<file path="src/rtl/mem_bus_arbiter.sv">
// Two-master arbiter in front of one single-port synchronous memory.
// Fair alternation on ties, bounded bus locking and registered read-valid per master.
module mem_bus_arbiter #(
    parameter int ADDR_W   = 24,
    parameter int DATA_W   = 12,
    parameter int LOCK_MAX = 16
) (
    input  logic              clk,
    input  logic              rst,
    input  logic              m0_req,
    input  logic              m1_req,
    input  logic              m0_lock,
    input  logic              m1_lock,
    input  logic [ADDR_W-1:0] m0_addr,
    input  logic [ADDR_W-1:0] m1_addr,
    input  logic [DATA_W-1:0] m0_wdata,
    input  logic [DATA_W-1:0] m1_wdata,
    input  logic              m0_we,
    input  logic              m1_we,
    output logic              m0_gnt,
    output logic              m1_gnt,
    output logic              m0_rvalid,
    output logic              m1_rvalid,
    output logic [DATA_W-1:0] rdata,
    output logic [ADDR_W-1:0] mem_addr,
    output logic [DATA_W-1:0] mem_wdata,
    output logic              mem_we,
    input  logic [DATA_W-1:0] mem_rdata
);

    typedef enum logic [1:0] {IDLE, OWN0, OWN1} state_t;

    localparam logic [7:0] LOCK_LIMIT = 8'(LOCK_MAX);

    state_t     state_q, state_d;
    logic       last_owner_q, last_owner_d;
    logic [7:0] lock_cnt_q, lock_cnt_d;
    logic       m0_rvalid_q, m1_rvalid_q;

    logic xfer0, xfer1;
    logic own_req, own_lock, oth_req;
    logic lock_hit;

    always_ff @(posedge clk or posedge rst) begin
        if (rst) begin
            state_q      <= IDLE;
            last_owner_q <= 1'b1;
            lock_cnt_q   <= '0;
            m0_rvalid_q  <= 1'b0;
            m1_rvalid_q  <= 1'b0;
        end else begin
            state_q      <= state_d;
            last_owner_q <= last_owner_d;
            lock_cnt_q   <= lock_cnt_d;
            m0_rvalid_q  <= xfer0 & ~m0_we;
            m1_rvalid_q  <= xfer1 & ~m1_we;
        end
    end

    always_comb begin
        xfer0    = (state_q == OWN0) & m0_req;
        xfer1    = (state_q == OWN1) & m1_req;
        lock_hit = (lock_cnt_q >= LOCK_LIMIT);
        own_req  = 1'b0;
        own_lock = 1'b0;
        oth_req  = 1'b0;
        case (state_q)
            OWN0: begin
                own_req  = m0_req;
                own_lock = m0_lock;
                oth_req  = m1_req;
            end
            OWN1: begin
                own_req  = m1_req;
                own_lock = m1_lock;
                oth_req  = m0_req;
            end
            default: ;
        endcase

        // Tie-break must see this cycle's transfer so continuous ties alternate.
        last_owner_d = last_owner_q;
        if (xfer0) begin
            last_owner_d = 1'b0;
        end else if (xfer1) begin
            last_owner_d = 1'b1;
        end

        state_d    = IDLE;
        lock_cnt_d = '0;
        if (state_q != IDLE && own_req && own_lock && (!lock_hit || !oth_req)) begin
            state_d    = state_q;
            lock_cnt_d = oth_req ? lock_cnt_q + 8'd1 : lock_cnt_q;
        end else begin
            // An expired lock falls through here: the owner just transferred, so a tie goes to the other.
            case ({m1_req, m0_req})
                2'b11:   state_d = last_owner_d ? OWN0 : OWN1;
                2'b01:   state_d = OWN0;
                2'b10:   state_d = OWN1;
                default: state_d = IDLE;
            endcase
        end
    end

    always_comb begin
        mem_addr  = '0;
        mem_wdata = '0;
        mem_we    = 1'b0;
        case (state_q)
            OWN0: begin
                mem_addr  = m0_addr;
                mem_wdata = m0_wdata;
                mem_we    = m0_req & m0_we;
            end
            OWN1: begin
                mem_addr  = m1_addr;
                mem_wdata = m1_wdata;
                mem_we    = m1_req & m1_we;
            end
            default: ;
        endcase
    end

    assign m0_gnt    = (state_q == OWN0);
    assign m1_gnt    = (state_q == OWN1);
    assign m0_rvalid = m0_rvalid_q;
    assign m1_rvalid = m1_rvalid_q;
    assign rdata     = mem_rdata;

endmodule

</file>
<file path="config.mk">
export PLATFORM = sky130hd
export DESIGN_NAME = mem_bus_arbiter
export DESIGN_NICKNAME = d
export VERILOG_FILES = /design/src/rtl/mem_bus_arbiter.sv
export SDC_FILE = /design/constraint.sdc
export NUM_CORES = 1
export LEC_CHECK = 0
export CAP_MARGIN = 0
export CORE_MARGIN = 10
export CORE_UTILIZATION = 29
export DETAILED_ROUTE_END_ITERATION = 10
export PLACE_DENSITY_LB_ADDON = 0.08
export SYNTH_ARGS = -nofsm -noshare
export SYNTH_HDL_FRONTEND = slang
export SYNTH_SLANG_ARGS = --single-unit
</file>
<file path="constraint.sdc">
create_clock -name clk -period 2.5 [get_ports clk]
set_clock_uncertainty 0.05 [all_clocks]
set_input_delay 0.5 -clock clk [delete_from_list [all_inputs] [get_ports clk]]
set_output_delay 0.5 -clock clk [all_outputs]
set_load 0.02 [all_outputs]
</file>
==> results of run 1 <==
[stage by stage]
step	hold slack, ns	setup WS (ns)	cell area (sq um)	power (uW)	utilization, %
after CTS	0.4559	0.1076	2561	1490	57.63
after floorplan	0.3262	0.002152	1366	879.5	-
after global placement	0.4389	0.07416	2562	1396	57.66
after global routing	0.4792	0.01542	2561	1581	57.63
final	0.4488	0.1171	2561	1468	57.63
after detailed placement	0.4433	0.06741	2562	1396	57.66
[power breakdown]
part | leakage, uW | internal, uW | switching [uW]
Clock | 0.0000228 | 112 | 73.7
Sequential | 0.000174 | 235 | 7.89
Combinational | 0.000926 | 491 | 548
Total | 0.00112 | 838 | 630
[critical path, stage by stage (launching register included)]
cell and delay [ns]:
dfrtp_1 0.38, inv_1 0.10, ha_1 0.26, buf_4 0.22, clkdlybuf4s50_1 0.63
[flip-flops by register name, indices dropped and copies added (netlist names)]
| register | flops |
|---|---|
| last_owner_q | 1 |
| lock_cnt_q | 8 |
| m0_rvalid | 1 |
| m1_rvalid | 1 |
| state_q | 2 |
[layer usage]
| layer | vias to the layer above | global-route usage (%) |
|---|---|---|
| met5 | - | 0 |
| met4 | 0 | 2.643 |
| met3 | 8 | 11.31 |
| met2 | 78 | 24.00 |
| met1 | 736 | 14.78 |
| li1 | 823 | - |
[logic make-up after synthesis]
family                   Yosys count  synth area share [%]
buffers and inverters             34                 13.28
XOR/XNOR                           1                0.6411
adder cells (fa/ha/maj)            5                 4.579
AND/OR/NAND/NOR                   68                 27.47
multiplexers                       3                 2.289
AO/OA/AOI/OAI                     54                 27.84
flip-flops                        13                 23.90
[layout make-up]
type / count / area [sq um] / area share, %
Clock buffer: 4 / 45.04 / 1.759
Inverter: 7 / 26.28 / 1.026
Sequential cell: 13 / 326.6 / 12.75
Tap cell: 52 / 65.06 / 2.540
Multi-Input combinational cell: 131 / 858.3 / 33.51
Timing Repair Buffer: 128 / 1240 / 48.41
[how the worst max path moves through the flow]
stage                                       from           end  slack (ns)  cells after the start
after CTS                 state_q[0]$_DFFE_PP0N_        m1_gnt        0.11                      4
after global placement                    m0_req        mem_we        0.07                      4
after global routing      state_q[0]$_DFFE_PP0N_  mem_wdata[7]        0.02                      6
final                     state_q[0]$_DFFE_PP0N_        m1_gnt        0.12                      4
after floorplan           state_q[1]$_DFFE_PP0N_        mem_we       0.002                      7
after detailed placement                  m0_req        mem_we        0.07                      4
[placed cells by master, fill, tap and decap left out]
cell type        instances
o21ai_0                  4
dfrtp_1                 12
a41oi_1                  1
clkdlybuf4s50_1         83
or4_1                    2
clkbuf_8                 3
a21o_2                   1
buf_12                   2
a22o_1                   1
a21oi_1                  7
mux2_2                   1
inv_1                    7
nor3_1                   1
and2b_2                  1
a21boi_1                 1
nand2b_1                 1
clkbuf_1                 1
o21bai_1                 1
buf_4                    6
nand2_1                  8
nand3_1                  5
mux2i_1                  2
a31oi_1                  1
dlygate4sd2_1           37
xnor2_1                  1
nor2_1                  13
dfstp_2                  1
or4_4                    1
ha_1                     5
a22oi_1                 37
nor2b_1                 36
[what timing repair did]
| action | in CTS | in global routing |
|---|---|---|
| setup buffers | 0 | 0 |
| resized for setup | 37 | 0 |
| setup endpoints to repair | 37 | 0 |
==> metrics, run 1 <==
status complete, no violations; CORE AREA 4444 sq um; Synth top area share 21.98%; DRC violations left 0; Pwr Density 573.2 nW/um^2; initial antenna violation count 0; reg2reg setup slack 0.41 ns; Synth area leader dfrtp_1; Leak Pwr 0.001123 uW; final WL 6237 um; fin cells 335; chip height 88.64 um; Max-slew headroom 63.78%; # port buffers 120; average routed wire per standard cell 18.62 um; DIE WIDTH 88.64 um; R2R cell count 7; Post-Route M1 WL 2148 um; Crit path required time 1.95 ns; setup TNS 0 ns; drt first pass iters 6; f_max 419.7 MHz; CTS max path bufs 2; reg2reg end lock_cnt_q[3]$_DFFE_PP0P_; GRT Util Overall 14.70%; Synth Cell Area 1366 sq um; clock transition at the registers of the reported paths 0.06 ns; register area share after synthesis 23.90%; # Max-Cap Violations 0; Post-synth top cells a22oi_1 (37), nor2b_1 (36), nor2_1 (13), buf_4 (12), dfrtp_1 (12); top sig layer met4; via count 1,645; period utilization 95.32%; Synth async-reset ratio 100.0%; Cell variety after synth 30; reg2reg start state_q[0]$_DFFE_PP0N_; I/O pins 145; placed cells 331; min Tclk post-route 2.383 ns; Area Overhead vs Synth 87.45%; worst slew pin tran 0.5376 ns; initial drt markers 61; hold_sp lock_cnt_q[7]$_DFFE_PP0P_; Slew Viols, Final 0; Post-synth top flop dfrtp_1; vias in the first global route 1,718; synthesized flop and latch total 13; CTS tree done; Arrival @ worst endpoint 1.83 ns; met2 routed wirelength 3077 um; synthesized netlist cell count 178; RSZ-0062 raised after global routing no; crit end category primary output; Final Hold Fails 0; Clock Latency Late Sink 0.24 ns; synth top area cells dfrtp_1 (22%), a22oi_1 (20%), nor2b_1 (16%); Hold WC Path Type flip-flop to flip-flop; endpoints failing setup 0; total gr overflow 0; CP Max Fanout 12; antenna cells 0; largest net degree at the start of global routing 44; H-Tree Depth 1; EDFF count, synth 0; Fillers 391; element type at the critical path start flip-flop; DP HPWL 5189 um; CTS Sinks 13; Peak supply drop 0.2754 mV; yosys warns 0; starting density of the core 30.74%; CP Class flip-flop to primary output; Met3 Routed Length 968 um; Synth Net Count 275; Die ar. 7857 sq um; first-pass GRT wire length 9087 um; drt via density 4.910; Mapped Avg Cell Area 7.676 sq um; WHS Path Cells 2; CTS Buf Count 3; Final ANT Viol Nets 0; fin nets 381; root buf cell clkbuf_8; Hold Path Sink lock_cnt_q[7]$_DFFE_PP0P_; hold-fix buffer count after cts 0; FP Rows 24; most numerous cell in the Yosys netlist a22oi_1; GPL Wtd Cong 0.7719; share of cells above drive strength 1 5.654%
Note: power is estimated with default switching activity, not from simulation.
==> run 2, diff against run 1 <==
--- a/config.mk
+++ b/config.mk
@@ -6,10 +6,12 @@
 export NUM_CORES = 1
 export LEC_CHECK = 0
 export CAP_MARGIN = 0
+export CORE_ASPECT_RATIO = 0.7
 export CORE_MARGIN = 10
 export CORE_UTILIZATION = 29
 export DETAILED_ROUTE_END_ITERATION = 10
 export PLACE_DENSITY_LB_ADDON = 0.08
+export SKIP_CTS_REPAIR_TIMING = 1
 export SYNTH_ARGS = -nofsm -noshare
 export SYNTH_HDL_FRONTEND = slang
 export SYNTH_SLANG_ARGS = --single-unit
==> run 2 against run 1 <==
Fmax is 0.88% higher. Sequential power hardly changed. Sequential cell count stayed put. Highest routed layer unchanged.
==> metrics, run 2 (synthesis results as in run 1) <==
status complete, no violations (unchanged); R2R cell count 7 (unchanged); GPL Wtd Cong 0.8242 (was 0.7719); CTS tree done (unchanged); largest delay contributor family on the critical path buffers and inverters (unchanged); Seq pwr share 15.5% (was 16.5%); Leak Pwr 0.001610 uW (was 0.001123 uW); chip height 77.43 um (was 88.64 um); drt via density 4.929 (was 4.910); CP Class flip-flop to primary output (unchanged); CP Buf/Inv Count 3 (unchanged); Slew Viols, Final 0 (unchanged); crit-path max cell delay 0.63 ns (about the same); Final ANT Viol Nets 0 (unchanged); final WL 6281 um (was 6237 um); placed cells 336 (was 331); reg2reg end lock_cnt_q[3]$_DFFE_PP0P_ (unchanged); Final Hold Fails 0 (unchanged); Arrival @ worst endpoint 1.81 ns (was 1.83 ns); Clock power frac 11.8% (was 12.7%); Largest regs lock_cnt_q x8, state_q x2 (unchanged); reg2reg setup slack 0.44 ns (was 0.41 ns); min Tclk post-route 2.362 ns (was 2.383 ns); antenna cells 0 (unchanged); WHS Path Cells 2 (unchanged); reg2reg start state_q[0]$_DFFE_PP0N_ (unchanged); CTS Buf Count 3 (unchanged); vias in the first global route 1,643 (was 1,718); fin nets 383 (was 381); sw frac 40.65% (was 42.92%); first-pass GRT wire length 9163 um (was 9087 um); Hold Path Sink lock_cnt_q[7]$_DFFE_PP0P_ (unchanged); initial drt markers 66 (was 61); final total power 1573 uW (was 1468 uW); internal power 933.5 uW (was 838.1 uW); max reg flops 8 (unchanged); Crit path required time 1.95 ns (about the same); GRT Util Overall 14.28% (was 14.70%); Reg with most FFs lock_cnt_q (unchanged); slowest stage cell, crit path clkdlybuf4s50_1 (unchanged); setup TNS 0 ns (unchanged); Die ar. 7901 sq um (was 7857 sq um); DP HPWL 5228 um (was 5189 um); CTS max path bufs 2 (unchanged); drt first pass iters 4 (was 6); f_max 423.4 MHz (was 419.7 MHz); RSZ-0062 raised after global routing no (unchanged); DIE WIDTH 102.0 um (was 88.64 um); fin cells 340 (was 335); share of cells above drive strength 1 6.667% (was 5.654%); Logic pwr share 72.7% (was 70.8%); total gr overflow 0 (unchanged); starting density of the core 30.67% (was 30.74%); commonest non-fill, non-tap cell in the layout clkdlybuf4s50_1 (unchanged); Clock Latency Late Sink 0.24 ns (about the same); CP Max Fanout 13 (was 12); CTS Sinks 13 (unchanged); largest net degree at the start of global routing 31 (was 44); endpoints failing setup 0 (unchanged); clock transition at the registers of the reported paths 0.05 ns (was 0.06 ns); Peak supply drop 0.5380 mV (was 0.2754 mV); CORE AREA 4454 sq um (was 4444 sq um); initial antenna violation count 0 (unchanged); worst-path cell chain inv_1 > ha_1 > buf_4 > clkdlybuf4s50_1 (unchanged); Area Overhead vs Synth 100.3% (was 87.45%); element type at the critical path start flip-flop (unchanged); I/O pins 145 (unchanged); via count 1,676 (was 1,645); average routed wire per standard cell 18.47 um (was 18.62 um); commonest non-fill, non-tap cells in the layout clkdlybuf4s50_1 (83), a22oi_1 (37), dlymetal6s2s_1 (37), nor2b_1 (36), nor2_1 (13) (was clkdlybuf4s50_1 (83), a22oi_1 (37), dlygate4sd2_1 (37), nor2b_1 (36), nor2_1 (13)); root buf cell clkbuf_8 (unchanged); H-Tree Depth 1 (unchanged); # port buffers 120 (unchanged); hold_sp lock_cnt_q[7]$_DFFE_PP0P_ (unchanged); period utilization 94.48% (was 95.32%); Hold WC Path Type flip-flop to flip-flop (unchanged); DRC violations left 0 (unchanged); FP Rows 20 (was 24); Psw 639.4 uW (was 630.1 uW); Pwr Density 574.8 nW/um^2 (was 573.2 nW/um^2); # Max-Cap Violations 0 (unchanged); Max-slew headroom 57.99% (was 63.78%); worst slew pin tran 0.6235 ns (was 0.5376 ns); crit end category primary output (unchanged)
## run 2: layout make-up
class / count / area, sq um
Clock buffer: 3 / 41.29
Clock inverter: 1 / 5.005
Fill cell: 412 / 1718
Inverter: 7 / 26.28
Multi-Input combinational cell: 131 / 858.3
Sequential cell: 13 / 326.6
Tap cell: 55 / 68.82
Timing Repair Buffer: 130 / 1410
## run 2: worst max path at each step
stage                            from           end  slack (ns)  depth (start not counted)
3_3_place_gp                    m1_we        mem_we        0.10                          4
5_1_grt        state_q[0]$_DFFE_PP0N_        m1_gnt        0.05                          4
4_1_cts        state_q[1]$_DFFE_PP0N_  mem_addr[11]       -0.14                          6
2_1_floorplan  state_q[1]$_DFFE_PP0N_        mem_we       0.002                          7
6_report       state_q[0]$_DFFE_PP0N_        m1_gnt        0.14                          4
3_5_place_dp                    m1_we        mem_we        0.09                          4
## run 2: power groups by stage
stage	Clock [uW]	Combinational, uW	Sequential, uW
floorplan	0	632	247
global placement	0	1170	246
detailed placement	0	1180	248
CTS	190	1180	244
global route	205	1230	246
finish	185	1140	244
## run 2: per-layer routing
metal	vias up	GRT usage, %	wire length (um)
li1	832	-	-
met1	763	15.27	2393
met2	63	27.19	3323
met3	18	3.451	476
met4	0	3.511	88
met5	-	0	0
## run 2: worst register-to-register path: stages, from the launching register on
cell     delay (ns)
dfrtp_1        0.38
inv_1          0.11
ha_1           0.23
buf_4          0.22
a22o_1         0.22
nand2_1        0.14
or4_1          0.48
a21oi_1        0.16
## run 2: per-stage QoR
step           instance area, sq um  hold WS (ns)  util, %  setup WS [ns]
2_1_floorplan                  1366        0.3262        -       0.002152
3_3_place_gp                   2594        0.4420    58.23         0.1012
5_1_grt                        2736        0.4973    61.43        0.04810
3_5_place_dp                   2594        0.4513    58.23        0.09093
6_report                       2736        0.4580    61.43         0.1379
4_1_cts                        2640        0.4636    59.27        -0.1361
